**src/rtl/multi_clk_generator.sv**
```systemverilog
// Multi-channel programmable clock divider: per-channel half-period counters with
// deferred divisor reload, clean stop on disable, rising-edge ticks and global phase align.
module multi_clk_generator #(
    parameter int unsigned NUM_CH      = 4,
    parameter int unsigned CNT_W       = 32,
    parameter int unsigned DEFAULT_DIV = 24,
    localparam int unsigned SEL_W      = (NUM_CH > 1) ? $clog2(NUM_CH) : 1
) (
    input  logic              in_clk,
    input  logic              reset_n,
    input  logic [NUM_CH-1:0] ch_en,
    input  logic              align,
    input  logic              cfg_we,
    input  logic [SEL_W-1:0]  cfg_sel,
    input  logic [CNT_W-1:0]  cfg_div,
    output logic [NUM_CH-1:0] out_clk,
    output logic [NUM_CH-1:0] rise_tick,
    output logic [NUM_CH-1:0] cfg_pending
);

    logic [CNT_W-1:0]  count_q  [NUM_CH];
    logic [CNT_W-1:0]  count_d  [NUM_CH];
    logic [CNT_W-1:0]  active_q [NUM_CH];
    logic [CNT_W-1:0]  active_d [NUM_CH];
    logic [CNT_W-1:0]  pdiv_q   [NUM_CH];
    logic [CNT_W-1:0]  pdiv_d   [NUM_CH];
    logic [NUM_CH-1:0] out_q, out_d;
    logic [NUM_CH-1:0] tick_q, tick_d;
    logic [NUM_CH-1:0] pend_q, pend_d;
    logic [NUM_CH-1:0] wr_hit;

    // Equality decode leaves out-of-range selects with no matching channel.
    always_comb begin
        wr_hit = '0;
        for (int i = 0; i < int'(NUM_CH); i++) begin
            wr_hit[i] = cfg_we && (cfg_sel == SEL_W'(i));
        end
    end

    always_comb begin
        for (int i = 0; i < int'(NUM_CH); i++) begin
            count_d[i]  = count_q[i];
            active_d[i] = active_q[i];
            pdiv_d[i]   = pdiv_q[i];
            out_d[i]    = out_q[i];
            tick_d[i]   = 1'b0;
            pend_d[i]   = pend_q[i];

            if (align) begin
                count_d[i] = '0;
                out_d[i]   = 1'b0;
                if (pend_q[i]) begin
                    active_d[i] = pdiv_q[i];
                    pend_d[i]   = 1'b0;
                end
            end else if (!ch_en[i] && !out_q[i]) begin
                count_d[i] = '0;
            end else if (count_q[i] >= active_q[i]) begin
                // A disabled channel still reaches here while high, so it always ends its high phase.
                count_d[i] = '0;
                out_d[i]   = ~out_q[i];
                tick_d[i]  = ~out_q[i];
                if (pend_q[i]) begin
                    active_d[i] = pdiv_q[i];
                    pend_d[i]   = 1'b0;
                end
            end else begin
                count_d[i] = count_q[i] + CNT_W'(1);
            end

            // A write landing with a reload is kept pending for the next reload point.
            if (wr_hit[i]) begin
                pdiv_d[i] = cfg_div;
                pend_d[i] = 1'b1;
            end
        end
    end

    always_ff @(posedge in_clk or negedge reset_n) begin
        if (!reset_n) begin
            for (int i = 0; i < int'(NUM_CH); i++) begin
                count_q[i]  <= '0;
                active_q[i] <= CNT_W'(DEFAULT_DIV);
                pdiv_q[i]   <= '0;
            end
            out_q  <= '0;
            tick_q <= '0;
            pend_q <= '0;
        end else begin
            count_q  <= count_d;
            active_q <= active_d;
            pdiv_q   <= pdiv_d;
            out_q    <= out_d;
            tick_q   <= tick_d;
            pend_q   <= pend_d;
        end
    end

    assign out_clk     = out_q;
    assign rise_tick   = tick_q;
    assign cfg_pending = pend_q;

endmodule

```
**config.mk**
```make
export PLATFORM = sky130hd
export DESIGN_NAME = multi_clk_generator
export DESIGN_NICKNAME = d
export VERILOG_FILES = /design/src/rtl/multi_clk_generator.sv
export SDC_FILE = /design/constraint.sdc
export NUM_CORES = 1
export LEC_CHECK = 0
export BUFFER_PORTS_ARGS = -buffer_cell sky130_fd_sc_hd__buf_2
export CORE_ASPECT_RATIO = 2
export CORE_MARGIN = 4
export CORE_UTILIZATION = 52
export CTS_BUF_LIST = sky130_fd_sc_hd__clkbuf_8
export CTS_CLUSTER_DIAMETER = 30
export DETAILED_ROUTE_END_ITERATION = 12
export HOLD_SLACK_MARGIN = 0.06
export PLACE_DENSITY = 0.68
export SETUP_SLACK_MARGIN = 0.5
export SYNTH_ARGS = -nofsm -noshare
export SYNTH_HDL_FRONTEND = slang
export SYNTH_SLANG_ARGS = --single-unit
```
**constraint.sdc**
```tcl
create_clock -name in_clk -period 3.17 [get_ports in_clk]
set_input_delay 0.634 -clock in_clk [delete_from_list [all_inputs] [get_ports in_clk]]
set_output_delay 0.634 -clock in_clk [all_outputs]
set_load 0.005 [all_outputs]
```
==> results of run 1 <==
## critical path, cell delays in order (launching register included)
cell and delay (ns):
dfrtp_1 0.35, inv_1 0.11, ha_4 0.29, nand4_1 0.11, or4_1 0.54, o32a_1 0.37
buf_4 0.16, a21o_4 0.25, o2111ai_4 0.19, clkbuf_16 0.28, nor2_4 0.04
## cells in the final DEF, fill, tap and decap left out, types with 32 or more instances in the layout
cell type and instances:
xnor2_1 57, buf_2 52, nor2_4 41, nor2_1 125, a22o_1 65, nor4_1 39, inv_1 159, clkbuf_8 77
nand3_1 125, a21oi_1 55, a211o_1 32, nand4_1 51, o211ai_1 64, ha_1 115, o22ai_1 33, a22oi_1 65
mux2_2 128, dfrtp_1 382, buf_4 100, nand4b_1 32, xor2_1 62, nand2_1 133
## logic make-up (layout without fill, tap and decap cells)
group	Yosys count	in the layout	synth area share
simple gates	670	670	0.1529
other cells	0	1	0
compound gates	449	449	0.1477
xor+xnor	119	119	0.04813
mux	128	128	0.06656
fa+ha+maj	132	132	0.07627
buf+inv	275	475	0.05038
flops	396	396	0.4581
## layout make-up
class	instances	area [um2]
fillers	3223	14610
multi-input cells	1498	11910
flip-flops and latches	396	9927
repair buffers	205	2063
clock buffers	77	1060
well taps	535	669.4
inverters	159	596.8
clock inverters	34	284.0
diodes	1	2.502
## registers in the layout, summed over array words and instances, names as in the netlist
register and flops:
active_q 128, pdiv_q 128, out_clk 4, cfg_pending 4, rise_tick 4, count_q 128
## where the power goes
| part | internal, mW | total, mW | switching (mW) |
|---|---|---|---|
| registers | 5.61 | 6.15 | 0.535 |
| clock network | 2.53 | 4.71 | 2.18 |
| logic | 0.959 | 1.98 | 1.02 |
## through the flow
step	hold slack, ns	utilization
floorplan	0.3384	-
global placement	0.4954	0.5547
detailed placement	0.4985	0.5547
CTS	0.2612	0.6122
global route	0.3179	0.6447
finish	0.3274	0.6447
## synth_stat cells (all sizes together) (64+ instances only)
cell	number
ha	132
a22o	65
inv	159
nor2	179
clkbuf	84
a22oi	65
o211ai	64
mux2	128
nand3	127
dfrtp	388
nand2	164
a21oi	89
## routing by layer
metal | vias up | GRT usage
met3 | 162 | 0.03276
met2 | 502 | 0.4486
met1 | 8885 | 0.3014
met4 | 0 | 0.1370
li1 | 8160 | -
met5 | - | 0
## timing repair
item / 4_1_cts / 5_1_grt
endpoints found under the hold margin: 56 / 0
endpoints found under the setup margin: 258 / 265
gates cloned: 10 / 14
hold buffers: 1 / 0
resized for setup: 101 / 204
setup buffers: 41 / 26
pin swaps: 32 / 146
## final timing paths
kind | endpoint | slack [ns]
setup reg to reg | count_q[14] | 0.35
hold / removal | rise_tick[2] | 0.33
min in group asynchronous | count_q[8] | 0.51
hold reg to reg | count_q[64] | 0.50
max in group asynchronous | active_q[118] | 1.71
setup / recovery | count_q[14] | 0.35
==> impl_summary.txt, run 1 <==
----------------------------------------------------
[Status]
  Outcome ... finished clean

[Timing]
  Maximum achievable frequency ... 0.3551 GHz
  Time the final worst path needs with I/O delays and setup ... 2.816 ns
  Final Hold Fails ... 0
  Setup_tns ... 0 ns
  Final count of negative-setup-slack endpoints ... 0
  Final slew viol count ... 0
  Share of the clock period used by the worst path ... 0.8884
  Final clock skew ... 0.03293 ns
  Slew of the pin with the lowest slew margin ... 0.7668 ns
  Unrepaired setup endpoints after global routing ... true
  Final worst-path setup slack ... 0.3538 ns
  Worst-case headroom to the max-slew limit ... 0.4888

[Drt]
  Vias post-DR ... roughly 18,000
  Routed via count divided by cell count ... 6.096
  Drt drc ... 0
  Sum of routed wire length over all layers ... approximately 61,000 um
  1st-iter DRT viols ... ~1,500
  Top layer used by detailed routing ... met4
  Met1 WL ... approximately 23,000 um
  Pre-antenna DRT Iters ... 6
  WL/cell ... about 21 um
  Post-DRT Antenna Nets ... 0
  Met2 WL post-DR ... 31,760 um
  Sum of met3 wire segment lengths after detailed routing ... 2484 um

[Clocking]
  Clock-pin slew of the registers on the worst-case setup and hold paths ... 0.07 ns
  Number of levels in the clock H-tree ... 2
  Insertion delay to the later sink of the worst-skew pair ... 0.66 ns
  CTS tree ... built
  Cts bufs inserted ... 59
  Clk sink count ... 396
  Clock root buffer master ... clkbuf_8
  Clk buf depth ... 3

[Yosys]
  Synthesized instance count ... between 2,000 and 2,500
  Syn_area_per_cell ... 9.984 um2
  Area share of the largest cell type after synthesis ... 0.4484
  Area of the mapped netlist ... 21,650 um2
  Number of flip-flops and latches in the synthesized netlist ... 396
  Net Count, Synth ... 2,343
  Most used DFF post-synth ... dfrtp_1
  Number of synthesized flops with an enable pin ... 0
  Area contributors post-synth ... dfrtp_1 (45%), ha_1 (7.6%), mux2_2 (6.7%), nor2_1 (3.1%), nand3_1 (2.9%)
  Yosys warnings ... 0
  Seq/Total Area, Yosys ... 0.4581
  FFs w/ async S/R, synth ... 1.000
  Library cell occupying the most area in the post-synthesis netlist ... dfrtp_1
  Count of unique library cells instantiated by Yosys ... 54

[Placement]
  Half-perimeter wire length after placement ... 38,550 um
  Number of cells in the design after placement ... between 2,000 and 3,000
  Area after detailed placement ... 22,810 um2
  Post-placement setup slack ... 0.1105 ns
  Final GP Congestion ... about 0.86
  Count of input and output buffers ... 53

[Worst setup path]
  Reg-to-reg critical path startpoint ... active_q[13]
  Crit path max fanout ... 8
  Startpoint class of the critical path ... flip-flop
  Required time of the critical path ... 3.71 ns
  Startpoint-to-endpoint class of the critical path ... reg2reg
  Worst Reg-to-Reg Cells ... 10
  CP startpoint ... active_q[13]
  Data arrival time of the critical path ... 3.35 ns
  Nature of the critical path endpoint ... flip-flop

[Power]
  Maximum vdd ir drop ... 298.9 uV
  Power density of the placed cells ... 484.3 nW/um2
  Overall power consumption ... 12.84 mW
  LEAKAGE ... 11.80 nW

[Finish]
  Post-route cell area ... 26,510 um2
  Total number of nets in the final design ... 2,493
  Layout area overhead ... 22.43%
  Fraction of layout cells with a size suffix above 1 ... 0.2807
  Post-route non-filler standard cell count ... 2,905

[Global routing]
  Via count of the first global-routing pass ... around 17,000
  Aggregate global routing overflow ... 0
  First-pass GRT wire length ... around 93,000 um
  Overall routing resource usage ... 0.2538
  Largest net degree at the start of global routing ... between 60 and 70
  Antenna violations before repair ... 1

[Floorplan]
  DIE AREA ... 45,170 um2
  Row count ... 105
  Die height ... 296.6 um
  I/O Pins ... between 50 and 60
  Horizontal extent of the die ... between 150 and 200 um
  Core region area ... 41,120 um2
  Initial core utilization ... 0.5266

[Hold path]
  Number of stages on the worst hold path ... 3
  HP Start ... ch_en[2]
  Min-delay worst type ... in2reg

[Job]
  Max-cap viol count ... 0

----------------------------------------------------
Note: power is estimated with default switching activity, not from simulation.
==> run 2, diff against run 1 <==
--- a/config.mk
+++ b/config.mk
@@ -6,6 +6,7 @@
 export NUM_CORES = 1
 export LEC_CHECK = 0
 export BUFFER_PORTS_ARGS = -buffer_cell sky130_fd_sc_hd__buf_2
+export CAP_MARGIN = 20
 export CORE_ASPECT_RATIO = 2
 export CORE_MARGIN = 4
 export CORE_UTILIZATION = 52
@@ -13,7 +14,7 @@
 export CTS_CLUSTER_DIAMETER = 30
 export DETAILED_ROUTE_END_ITERATION = 12
 export HOLD_SLACK_MARGIN = 0.06
-export PLACE_DENSITY = 0.68
+export PLACE_DENSITY_LB_ADDON = 0.3
 export SETUP_SLACK_MARGIN = 0.5
 export SYNTH_ARGS = -nofsm -noshare
 export SYNTH_HDL_FRONTEND = slang
==> impl_summary.txt, run 2 (synthesized netlist as in run 1, its figures left out) <==
----------------------------------------------------
[Status]
  Outcome ... finished clean

[Floorplan]
  Horizontal extent of the die ... about 150 um
  Row count ... 105
  Die height ... 296.6 um
  I/O Pins ... 54
  Initial core utilization ... 0.5266
  DIE AREA ... 45,170 um2
  Core region area ... 41,120 um2

[Drt]
  Post-DRT Antenna Nets ... 0
  1st-iter DRT viols ... between 1,500 and 2,000
  Vias post-DR ... 17,740
  Sum of routed wire length over all layers ... around 61,000 um
  WL/cell ... 20.94 um
  Drt drc ... 0
  Routed via count divided by cell count ... between 6 and 7
  Pre-antenna DRT Iters ... 6

[Clocking]
  Clock root buffer master ... clkbuf_8
  Insertion delay to the later sink of the worst-skew pair ... 0.66 ns
  CTS tree ... built
  Clock-pin slew of the registers on the worst-case setup and hold paths ... 0.07 ns
  Number of levels in the clock H-tree ... 2
  Cts bufs inserted ... 61
  Clk buf depth ... 3
  Clk sink count ... 396

[Finish]
  Post-route non-filler standard cell count ... 2,896
  Largest registers ... active_q (128), count_q (128), pdiv_q (128)
  Storage element area ... between 9000 and 10,000 um2
  Filler instances ... 3,250
  Multi-input gate area ... 11,510 um2
  Total number of nets in the final design ... between 2,000 and 2,500
  Most common cell after layout, fill and taps aside ... dfrtp_1
  Top library cells by usage in the layout, fill and taps aside ... dfrtp_1 (384), inv_1 (162), nand2_1 (144)
  Fraction of layout cells with a size suffix above 1 ... 0.2412
  Layout area overhead ... 20.32%

[Timing]
  Unrepaired setup endpoints after global routing ... true
  Setup_tns ... 0 ns
  Share of the clock period used by the worst path ... 0.8700
  Final clock skew ... about 0.028 ns
  Time the final worst path needs with I/O delays and setup ... 2.758 ns
  Worst-case headroom to the max-slew limit ... 0.4804
  Hold_ws ... about 0.28 ns
  Final Hold Fails ... 0
  Final count of negative-setup-slack endpoints ... 0
  Slew of the pin with the lowest slew margin ... 0.7712 ns
  Maximum achievable frequency ... around 0.36 GHz
  Final slew viol count ... 0

[Global routing]
  Largest net degree at the start of global routing ... 72
  First-pass GRT wire length ... 93,090 um
  Antenna violations before repair ... 1
  Aggregate global routing overflow ... 0
  Via count of the first global-routing pass ... 17,690
  Overall routing resource usage ... 0.2509

[Placement]
  Number of cells in the design after placement ... approximately 2,700
  Final GP Congestion ... 0.8101
  Half-perimeter wire length after placement ... 38,700 um
  Count of input and output buffers ... 53

[Worst setup path]
  Crit path max fanout ... 8
  Startpoint-to-endpoint class of the critical path ... reg2reg
  Endpoint of the worst register-to-register path ... count_q[29]
  Data arrival time of the critical path ... 3.30 ns
  Worst Reg-to-Reg Cells ... 9
  Nature of the critical path endpoint ... flip-flop
  Startpoint class of the critical path ... flip-flop
  Flop2flop setup slack ... 0.41 ns
  Required time of the critical path ... between 3 and 4 ns
  Reg-to-reg critical path startpoint ... count_q[8]

[Power]
  Power density of the placed cells ... 510.4 nW/um2
  Maximum vdd ir drop ... 309.9 uV
  LEAKAGE ... about 12 nW

[Hold path]
  Number of stages on the worst hold path ... 3
  Hold endpoint ... rise_tick[1]
  HP Start ... ch_en[1]
  Min-delay worst type ... in2reg

[Job]
  Max-cap viol count ... 0

----------------------------------------------------
run 2: repair_timing:
item	in CTS	in global routing
gates cloned	3	16
endpoints found under the hold margin	61	0
setup endpoints to repair	261	264
pin swaps	15	103
setup buffers	23	29
gates resized for setup	54	157
hold buffers	1	0
run 2: layer usage:
layer  track usage  wire length, um
met5             0                0
met4        0.1409             3735
met3       0.02839             2312
met2        0.4439            31600
met1        0.2979            22980
run 2: stage by stage:
step             util  instance area [um2]  total power, mW  worst slack [ns]
4_1_cts        0.6049                24880            13.21            0.4502
5_1_grt        0.6335                26050            13.84            0.3267
2_1_floorplan       -                21650            7.231            0.5491
3_5_place_dp   0.5560                22860            7.901          0.007258
6_report       0.6336                26050            13.30            0.4121
3_3_place_gp   0.5560                22860            7.772            0.1363
run 2: report_power, final:
group	internal (mW)	leakage, nW	switching [mW]	total [mW]
sequential	5.61	4.72	0.508	6.12
combinational	0.925	6.22	0.996	1.92
clock	2.98	0.791	2.28	5.25
total	9.52	11.7	3.78	13.3
run 2: final cells by class:
type | count | share of cell area
diodes | 2 | 0.0001921
clock buffers | 74 | 0.03909
clock inverters | 42 | 0.01883
inverters | 159 | 0.02291
multi-input cells | 1498 | 0.4417
flip-flops and latches | 396 | 0.3809
well taps | 535 | 0.02569
repair buffers | 190 | 0.07069
run 2: critical path, stage by stage (launching register included):
cell and delay, ns:
dfrtp_1 0.42, ha_1 0.30, nand4_1 0.14, or4_1 0.53, o32a_1 0.35, buf_4 0.16
a21o_4 0.24, o2111ai_4 0.16, clkbuf_16 0.29, nor2_4 0.03
run 2: worst max path at each step:
stage               endpoint         start  depth (start not counted)  slack (ns)
2_1_floorplan   active_q[69]   count_q[78]                          9        0.55
3_3_place_gp    active_q[30]   count_q[15]                          8        0.14
3_5_place_dp    active_q[31]   count_q[15]                          8       0.007
4_1_cts        active_q[118]  count_q[110]                         10        0.45
5_1_grt        active_q[103]  count_q[105]                         10        0.33
6_report         count_q[29]    count_q[8]                          9        0.41
